===== config.mk =====
export PLATFORM = sky130hd
export DESIGN_NAME = column_chain_reader
export DESIGN_NICKNAME = d
export VERILOG_FILES = /design/src/rtl/column_chain_reader_pkg.sv /design/src/rtl/column_chain_reader_fifo.sv /design/src/rtl/column_chain_reader.sv
export SDC_FILE = /design/constraint.sdc
export NUM_CORES = 1
export LEC_CHECK = 0
export ABC_AREA = 1
export BUFFER_PORTS_ARGS = -buffer_cell sky130_fd_sc_hd__clkbuf_2
export CORE_MARGIN = 2
export CORE_UTILIZATION = 30
export DETAILED_ROUTE_END_ITERATION = 6
export PLACE_DENSITY_LB_ADDON = 0.2
export SLEW_MARGIN = 20
export SYNTH_ARGS = -nofsm -noshare
export SYNTH_HDL_FRONTEND = slang
export SYNTH_SLANG_ARGS = --single-unit

===== constraint.sdc =====
create_clock -name clk -period 4.3 [get_ports clk]
set_input_delay 0.215 -clock clk [delete_from_list [all_inputs] [get_ports clk]]
set_output_delay 0.215 -clock clk [all_outputs]
set_load 0.05 [all_outputs]

===== src/rtl/column_chain_reader_pkg.sv =====
// Shared readout definitions for the column chain consumer: default widths,
// side encoding, FSM states and the round-robin side picker.
package readoutDefs;

  localparam int DEFAULT_DATAWIDTH = 46;
  localparam int DEFAULT_BCSTWIDTH = 27;

  localparam logic SIDE_RIGHT = 1'b0;
  localparam logic SIDE_LEFT  = 1'b1;

  typedef enum logic [1:0] {
    IDLE = 2'd0,
    READ = 2'd1,
    WAIT = 2'd2
  } readState_e;

  // On a tie the side not served last wins; otherwise the only requesting side.
  function automatic logic pickSide(input logic hitRight, input logic hitLeft,
                                    input logic lastSide);
    logic side;
    if (hitRight && hitLeft) begin
      side = ~lastSide;
    end else if (hitLeft) begin
      side = SIDE_LEFT;
    end else begin
      side = SIDE_RIGHT;
    end
    return side;
  endfunction

endpackage


===== src/rtl/column_chain_reader_fifo.sv =====
// Small synchronous FIFO holding captured {side, data} hit words.
// The head reads as zero while empty so the output port is clean after reset.
module hit_word_fifo #(
  parameter int WIDTH = 47,
  parameter int DEPTH = 4
) (
  input  logic                       clk,
  input  logic                       reset,
  input  logic                       push,
  input  logic [WIDTH-1:0]           pushData,
  input  logic                       pop,
  output logic [WIDTH-1:0]           popData,
  output logic                       empty,
  output logic [$clog2(DEPTH):0]     count
);

  localparam int AW = $clog2(DEPTH);
  localparam logic [AW:0]   FULL_COUNT  = (AW+1)'(DEPTH);
  localparam logic [AW:0]   EMPTY_COUNT = {(AW+1){1'b0}};
  localparam logic [AW:0]   COUNT_ONE   = (AW+1)'(1'b1);
  localparam logic [AW-1:0] PTR_ONE     = AW'(1'b1);

  logic [WIDTH-1:0] mem_r [DEPTH];
  logic [AW-1:0]    wrPtr_r;
  logic [AW-1:0]    rdPtr_r;
  logic [AW:0]      count_r;
  logic             doPush_s;
  logic             doPop_s;

  assign doPop_s  = pop && (count_r != EMPTY_COUNT);
  assign doPush_s = push && ((count_r != FULL_COUNT) || doPop_s);
  assign empty    = (count_r == EMPTY_COUNT);
  assign count    = count_r;
  assign popData  = empty ? {WIDTH{1'b0}} : mem_r[rdPtr_r];

  // Pointer and occupancy bookkeeping; pointers wrap because DEPTH is a power of two.
  always_ff @(posedge clk or posedge reset) begin
    if (reset) begin
      wrPtr_r <= {AW{1'b0}};
      rdPtr_r <= {AW{1'b0}};
      count_r <= EMPTY_COUNT;
    end else begin
      if (doPush_s) begin
        wrPtr_r <= wrPtr_r + PTR_ONE;
      end
      if (doPop_s) begin
        rdPtr_r <= rdPtr_r + PTR_ONE;
      end
      case ({doPush_s, doPop_s})
        2'b10:   count_r <= count_r + COUNT_ONE;
        2'b01:   count_r <= count_r - COUNT_ONE;
        default: count_r <= count_r;
      endcase
    end
  end

  // Word storage.
  always_ff @(posedge clk) begin
    if (doPush_s) begin
      mem_r[wrPtr_r] <= pushData;
    end
  end

endmodule


===== src/rtl/column_chain_reader.sv =====
// Consumer end of the right/left column switch-cell chains: arbitrates unread
// hits, strobes the chain, buffers words, counts them and fans out broadcast.
module column_chain_reader
  import readoutDefs::*;
#(
  parameter int BCSTWIDTH = DEFAULT_BCSTWIDTH,
  parameter int DATAWIDTH = DEFAULT_DATAWIDTH,
  parameter int SETTLE    = 2,
  parameter int DEPTH     = 4,
  parameter int CNTWIDTH  = 12
) (
  input  logic                 clk,
  input  logic                 reset,
  input  logic                 readEnable,
  input  logic [BCSTWIDTH-1:0] bcstIn,
  input  logic                 clearCount,
  input  logic [DATAWIDTH-1:0] dnDataRight,
  input  logic                 dnUnreadHitRight,
  output logic                 dnReadRight,
  output logic [BCSTWIDTH-1:0] dnBCSTRight,
  input  logic [DATAWIDTH-1:0] dnDataLeft,
  input  logic                 dnUnreadHitLeft,
  output logic                 dnReadLeft,
  output logic [BCSTWIDTH-1:0] dnBCSTLeft,
  output logic [DATAWIDTH:0]   outData,
  output logic                 outValid,
  input  logic                 outReady,
  output logic [CNTWIDTH-1:0]  wordCountRight,
  output logic [CNTWIDTH-1:0]  wordCountLeft,
  output logic                 busy
);

  localparam int CW = $clog2(DEPTH) + 1;
  localparam logic [CW-1:0]       FIFO_FULL   = CW'(DEPTH);
  localparam logic [3:0]          SETTLE_LOAD = (SETTLE == 0) ? 4'd0 : 4'(SETTLE - 1);
  localparam logic [CNTWIDTH-1:0] CNT_MAX     = {CNTWIDTH{1'b1}};
  localparam logic [CNTWIDTH-1:0] CNT_ONE     = CNTWIDTH'(1'b1);

  readState_e       state_r;
  logic             lastSide_r;
  logic [3:0]       settleCnt_r;
  logic             startRead_s;
  logic             selSide_s;
  logic [DATAWIDTH:0] pushData_s;
  logic [CW-1:0]    fifoCount_s;
  logic             fifoEmpty_s;

  assign selSide_s   = pickSide(dnUnreadHitRight, dnUnreadHitLeft, lastSide_r);
  assign startRead_s = (state_r == IDLE) && readEnable &&
                       (dnUnreadHitRight || dnUnreadHitLeft) &&
                       (fifoCount_s < FIFO_FULL);
  assign pushData_s  = {selSide_s, (selSide_s == SIDE_LEFT) ? dnDataLeft : dnDataRight};
  assign outValid    = ~fifoEmpty_s;

  hit_word_fifo #(
    .WIDTH (DATAWIDTH + 1),
    .DEPTH (DEPTH)
  ) u_fifo (
    .clk      (clk),
    .reset    (reset),
    .push     (startRead_s),
    .pushData (pushData_s),
    .pop      (outReady),
    .popData  (outData),
    .empty    (fifoEmpty_s),
    .count    (fifoCount_s)
  );

  // Read sequencer: capture, one-cycle strobe, then wait for the chain to settle.
  always_ff @(posedge clk or posedge reset) begin
    if (reset) begin
      state_r     <= IDLE;
      lastSide_r  <= SIDE_LEFT;
      settleCnt_r <= 4'd0;
      dnReadRight <= 1'b0;
      dnReadLeft  <= 1'b0;
      busy        <= 1'b0;
    end else begin
      case (state_r)
        IDLE: begin
          if (startRead_s) begin
            state_r     <= READ;
            lastSide_r  <= selSide_s;
            dnReadRight <= (selSide_s == SIDE_RIGHT);
            dnReadLeft  <= (selSide_s == SIDE_LEFT);
            busy        <= 1'b1;
          end
        end
        READ: begin
          dnReadRight <= 1'b0;
          dnReadLeft  <= 1'b0;
          settleCnt_r <= SETTLE_LOAD;
          if (SETTLE == 0) begin
            state_r <= IDLE;
            busy    <= 1'b0;
          end else begin
            state_r <= WAIT;
          end
        end
        WAIT: begin
          if (settleCnt_r == 4'd0) begin
            state_r <= IDLE;
            busy    <= 1'b0;
          end else begin
            settleCnt_r <= settleCnt_r - 4'd1;
          end
        end
        default: begin
          state_r     <= IDLE;
          dnReadRight <= 1'b0;
          dnReadLeft  <= 1'b0;
          busy        <= 1'b0;
        end
      endcase
    end
  end

  // Saturating per-side word counters; a clear overrides a same-cycle increment.
  always_ff @(posedge clk or posedge reset) begin
    if (reset) begin
      wordCountRight <= {CNTWIDTH{1'b0}};
      wordCountLeft  <= {CNTWIDTH{1'b0}};
    end else if (clearCount) begin
      wordCountRight <= {CNTWIDTH{1'b0}};
      wordCountLeft  <= {CNTWIDTH{1'b0}};
    end else begin
      if (startRead_s && (selSide_s == SIDE_RIGHT) && (wordCountRight != CNT_MAX)) begin
        wordCountRight <= wordCountRight + CNT_ONE;
      end
      if (startRead_s && (selSide_s == SIDE_LEFT) && (wordCountLeft != CNT_MAX)) begin
        wordCountLeft <= wordCountLeft + CNT_ONE;
      end
    end
  end

  // Broadcast fan-out register, identical on both sides.
  always_ff @(posedge clk or posedge reset) begin
    if (reset) begin
      dnBCSTRight <= {BCSTWIDTH{1'b0}};
      dnBCSTLeft  <= {BCSTWIDTH{1'b0}};
    end else begin
      dnBCSTRight <= bcstIn;
      dnBCSTLeft  <= bcstIn;
    end
  end

endmodule


Word-level counts from Yosys, hierarchy flattened. Memories as Yosys holds them, arrays and structs flattened. Cells that the tools add are included.

Flip-flop bits (word level): 68. Memory bits (writable): 188. Input port bits: 126. Output and inout port bits: 129. Logic and storage cells: 84. Memories kept: 1.

Memories: u_fifo.mem_r (depth 4, width 47, read ports 1, clocked after memory_dff 0, wr ports 1, line column_chain_reader_fifo.sv:23) `logic [WIDTH-1:0] mem_r [DEPTH];`.

$add $sub $neg: 7. Order comparisons: 1. Equal/unequal tests: 10. Multiplexer cells: 23. Bitwise gates (word level): 5. Reductions and logical operators: 25.

Operators by type and width (number): $mux W12 (4); $mux W47 (1); $mux W46 (1); $add A12 B1 Y12 const B (2); $ne A12 B12 Y1 const B (2); $logic_and A1 B1 Y1 (10); $mux W1 (8); $pmux W4 S2 (1); $reduce_and A2 Y1 (4); $reduce_bool A2 Y1 (4); $ne A2 B2 Y1 const B (3); $pmux W2 S3 (1); $pmux W3 S2 (1); $not A1 Y1 (5); $add A2 B1 Y2 const B (2); $eq A2 B1 Y1 const B (2); $eq A2 B2 Y1 const B (2); $logic_not A4 Y1 (1); $mux W2 (2); $mux W4 (1); $pmux W1 S2 (2); $sub A4 B1 Y4 const B (1); $add A3 B1 Y3 const B (1); $logic_not A3 Y1 (1); 8 further kinds (9).

Longest topological paths before layout.
Depth in word-level cells: 8. Gate-level depth with buffers: 11.

Hierarchy. Synthesis repeated with hierarchy kept, for this count alone.

Cells, all modules: 1089. Area total of the unflattened synthesis: 11248.3 µm².

By module, submodules not included: hit_word_fifo (instances 1, cells each 612, area an instance 7756.2 µm², sequential area each 5820.6 µm²); column_chain_reader (instances 1, cells each 477, area an instance 3492.1 µm², sequential area each 1527.7 µm²).

Worst setup path after synthesis. Ideal clock, no wire load.

Kind: register to register. Start: register u_fifo.count_r[2] (netlist: u_fifo.count[2]). End: memory u_fifo.mem_r[0][0], enable pin. Library setup time: 0.452 ns. Data arrival time: 2.740 ns. Slack: 1.108 ns. Stages on the path, launching flop included: 5. Clock period less this slack: 3.192 ns. Path through: dfrtp_1 nor2_1 nand3_1 buf_2 nor2_1.

Cells in the longest elaborated chain, start to end: 6. Elaborated cells on any way between the ends: 9.

RTL lines: start: declaration (line column_chain_reader_fifo.sv:26) `logic [AW:0] count_r;`; start signal: assignment (line column_chain_reader_fifo.sv:50) `2'b10: count_r <= count_r + COUNT_ONE;`; start signal: assignment (line column_chain_reader_fifo.sv:51) `2'b01: count_r <= count_r - COUNT_ONE;`; start signal: assignment (line column_chain_reader_fifo.sv:52) `default: count_r <= count_r;`; parallel branches: the longest is 3 deep, another holds $lt A3 B3 Y1; $logic_and A1 B1 Y1 * (line column_chain_reader_fifo.sv:31) `assign doPush_s = push && ((count_r != FULL_COUNT) || doPop_s);`; $mux W1 * (line column_chain_reader_fifo.sv:59) `if (doPush_s) begin`; $mux W1 (implied by the code) * (line column_chain_reader_fifo.sv:60) `mem_r[wrPtr_r] <= pushData;`; end: declaration (line column_chain_reader_fifo.sv:23).

Mark *: on every way between the ends.

Final worst setup path.
Start: register u_fifo.rdPtr_r[0]. End: output port outData[46].

Cells in the longest elaborated chain, start to end: 2.

RTL lines: start: declaration (line column_chain_reader_fifo.sv:25) `logic [AW-1:0] rdPtr_r;`; start signal: assignment (line column_chain_reader_fifo.sv:40) `rdPtr_r <= {AW{1'b0}};`; start signal: assignment (line column_chain_reader_fifo.sv:47) `rdPtr_r <= rdPtr_r + PTR_ONE;`; $mem_v2 Z4 W47; $mux W47 (line column_chain_reader_fifo.sv:34) `assign popData = empty ? {WIDTH{1'b0}} : mem_r[rdPtr_r];`; end: declaration (line column_chain_reader.sv:25) `output logic [DATAWIDTH:0] outData,`.

Every way passes these cells.

==> out/qor.txt <==
status -> finished, final reports clean
setup TNS -> 0 ns
Die Y -> 196 um
critical path endpoint category -> output pin
total grt overflow -> 0
Total Wirelength -> 28500 um
crit path from -> u_fifo.rdPtr_r[0]
Root Driver -> clkbuf_16
setup bufs post-CTS -> 0
post-DP HPWL -> 17300 um
nets -> 1469
Post-synth EDFFs -> 188
Via density -> 4.54
Hold Startpoint -> dnDataLeft[2]
crit path max fanout -> 95
count of pins over their slew limit -> 0
routed vias -> 8272
H-tree depth -> 1
most common cell in the netlist -> nand2_1
CP startpoint kind -> flip-flop
TritonCTS buffer count -> 29
Critical Path Slowest Stage Cell -> buf_4
peak supply drop -> 0.360 mV
Die X -> 196 um
CP Class -> reg -> out
first-pass GRT wire length -> 44600 um
Top delay family on crit path -> buffers and inverters
CP peak stage delay -> 0.78 ns
HP Class -> in -> reg
synth top area cells -> edfxtp_1 (51%), dfrtp_1 (15%), nand2_1 (8.2%), nor2_1 (7.8%), o21ai_0 (4.5%)
Clock Latency Late Sink -> 0.55 ns
CTS resizes -> 0
slew margin rel. -> 0.292
unrepaired setup endpoints after global routing -> false
Mapped Nets -> 1217
cell count after synthesis -> 1083
RD Place Congestion -> 0.760
CTS tree -> yes
static leakage -> 5.92 nW
Syn. warnings -> 0
async set or reset register ratio after synthesis -> 0.266
worst-path cell chain -> buf_4 -> nor2_1 -> nor2_1 -> o21ai_0 -> a21oi_1 -> clkbuf_2
maximum clock frequency -> 336 MHz
number of global-route vias before repair -> 8159
largest net degree at the start of global routing -> 96
Worst Clk Skew -> 0.0112 ns
final critical-path required period -> 2.98 ns
area added between synthesis and finish -> 25.6%
Ports -> 255
Ant. Diodes -> 0
hold_ws -> 0.0125 ns
post-synth top area cell -> edfxtp_1
Avg WL per Cell -> 15.6 um
Fin. Hold Viols -> 0
prevailing post-synth register cell -> edfxtp_1
initial antenna violation count -> 0
#FFs+latches synth -> 256
register area share after synthesis -> 0.664
DR iter-0 viols -> 403
Pwr per Cell Area -> 686 nW/um^2
Buf/Inv on CP -> 2
Cell Rows -> 70
drt drc -> 0
Final period util -> 0.692
CP most frequent cell -> nor2_1
port bufs -> 254
Mean Syn Cell Area -> 10.2 sq um
Slew @ Worst Pin -> 1.06 ns
DRT antenna net count -> 0
Tot GR Track Use -> 0.147
top-area cell type share of the netlist area -> 0.510
starting density of the core -> 0.304
R2R Path Start -> lastSide_r
DRT Pass-1 Iters -> 5
CTS clk-pin slew, worst paths -> 0.06 ns
core area -> 36400 sq um
CTS sink count -> 256
die area -> 38400 sq um
Worst Path Required -> 4.09 ns
most common library cells after synthesis -> nand2_1 (241), nor2_1 (231), edfxtp_1 (188)
post-layout util -> 0.381
cell area after synthesis -> 11100 sq um
Synth cell types -> 30
Final setup viols -> 0
CTS max path bufs -> 3
fraction of layout cells with a size suffix above 1 -> 0.243
Max-Cap Viols -> 0
Critical Path AT -> 2.76 ns
-- state kept, by name (all words and copies together) (netlist names) --
name	cells
busy	1
state_r	2
wordCountRight	12
wordCountLeft	12
u_fifo.mem_r	188
settleCnt_r	4
u_fifo.count	3
lastSide_r	1
u_fifo.rdPtr_r	2
dnReadLeft	1
dnBCSTLeft	27
u_fifo.wrPtr_r	2
dnReadRight	1
-- layout make-up --
type	count	area [sq um]
timing repair buffer	301	1710
clock inverter	11	88.8
inverter	40	150
sequential	256	7350
tap	468	586
clock buffer	41	842
fill	3596	22500
multi-input combinational	707	3160
-- timing repair --
item	4_1_cts	5_1_grt
hold buffers	36	0
endpoints found under the hold margin	52	0
setup endpoints to repair	0	0
-- metal layers --
metal,GRT usage,up-vias,part of all wire
met4,0.0323,0,0.017
met1,0.200,3895,0.46
li1,-,4103,-
met3,0.0272,36,0.059
met2,0.245,238,0.47
met5,0,-,0
-- cell usage in the layout, fill, tap and decap left out, types with 2 or more instances in the layout --
master / count
nand2_1: 240
nor2_2: 5
ha_1: 7
a21oi_1: 47
nand3_1: 33
nand2_2: 2
edfxtp_1: 188
nor2_1: 227
buf_4: 11
xor2_1: 12
dlygate4sd3_1: 36
clkinv_2: 4
nand3b_1: 2
o21ai_0: 100
clkbuf_16: 30
clkinv_1: 5
nor2_4: 5
o22ai_1: 2
dfrtp_1: 65
clkbuf_8: 5
inv_1: 34
inv_2: 6
clkbuf_1: 6
clkbuf_2: 254
a21o_1: 2
nand4_1: 17
-- tightest hold or removal path: cells and delay by family --
kind / cells / cell delay, ns
buffers and inverters: 1 / 0.07
and+or+nand+nor: 2 / 0.15
-- cell families (layout without fill, tap and decap cells) --
group	after synthesis	in the layout	share of synthesized area
AO/OA/AOI/OAI	154	154	0.0709
XOR/XNOR	13	13	0.0103
adder cells (fa/ha/maj)	8	8	0.00972
buffers and inverters	120	393	0.0539
flip-flops	256	256	0.664
AND/OR/NAND/NOR	532	532	0.191
-- worst paths after layout --
kind                                       to  slack [ns]  cells after the start
max reg2reg                 wordCountRight[7]        1.86                      8
max                               outData[46]        1.32                      6
min reg2reg                   u_fifo.count[0]        0.49                      1
min in group asynchronous       dnBCSTLeft[3]        0.13                      3
min                        u_fifo.mem_r[0][2]        0.01                      3
max in group asynchronous   u_fifo.rdPtr_r[0]        3.06                      4
-- power breakdown --
part           switching, W  total (W)  internal, W
Combinational       0.00314    0.00403     0.000888
Sequential        0.0000966    0.00311      0.00301
Clock              0.000969    0.00239      0.00142
Total               0.00421    0.00953      0.00532
-- metrics by stage --
step / worst slack [ns] / power (W) / instances / area (sq um)
floorplan: 1.11 / 0.00615 / 1083 / 11100
global placement: 1.87 / 0.00720 / 1736 / 12600
detailed placement: 1.82 / 0.00724 / 1736 / 12600
CTS: 1.26 / 0.00969 / 1824 / 13900
global route: 1.08 / 0.0101 / 1824 / 13900
finish: 1.32 / 0.00953 / 1824 / 13900
Power figures use the tool's default switching activity.
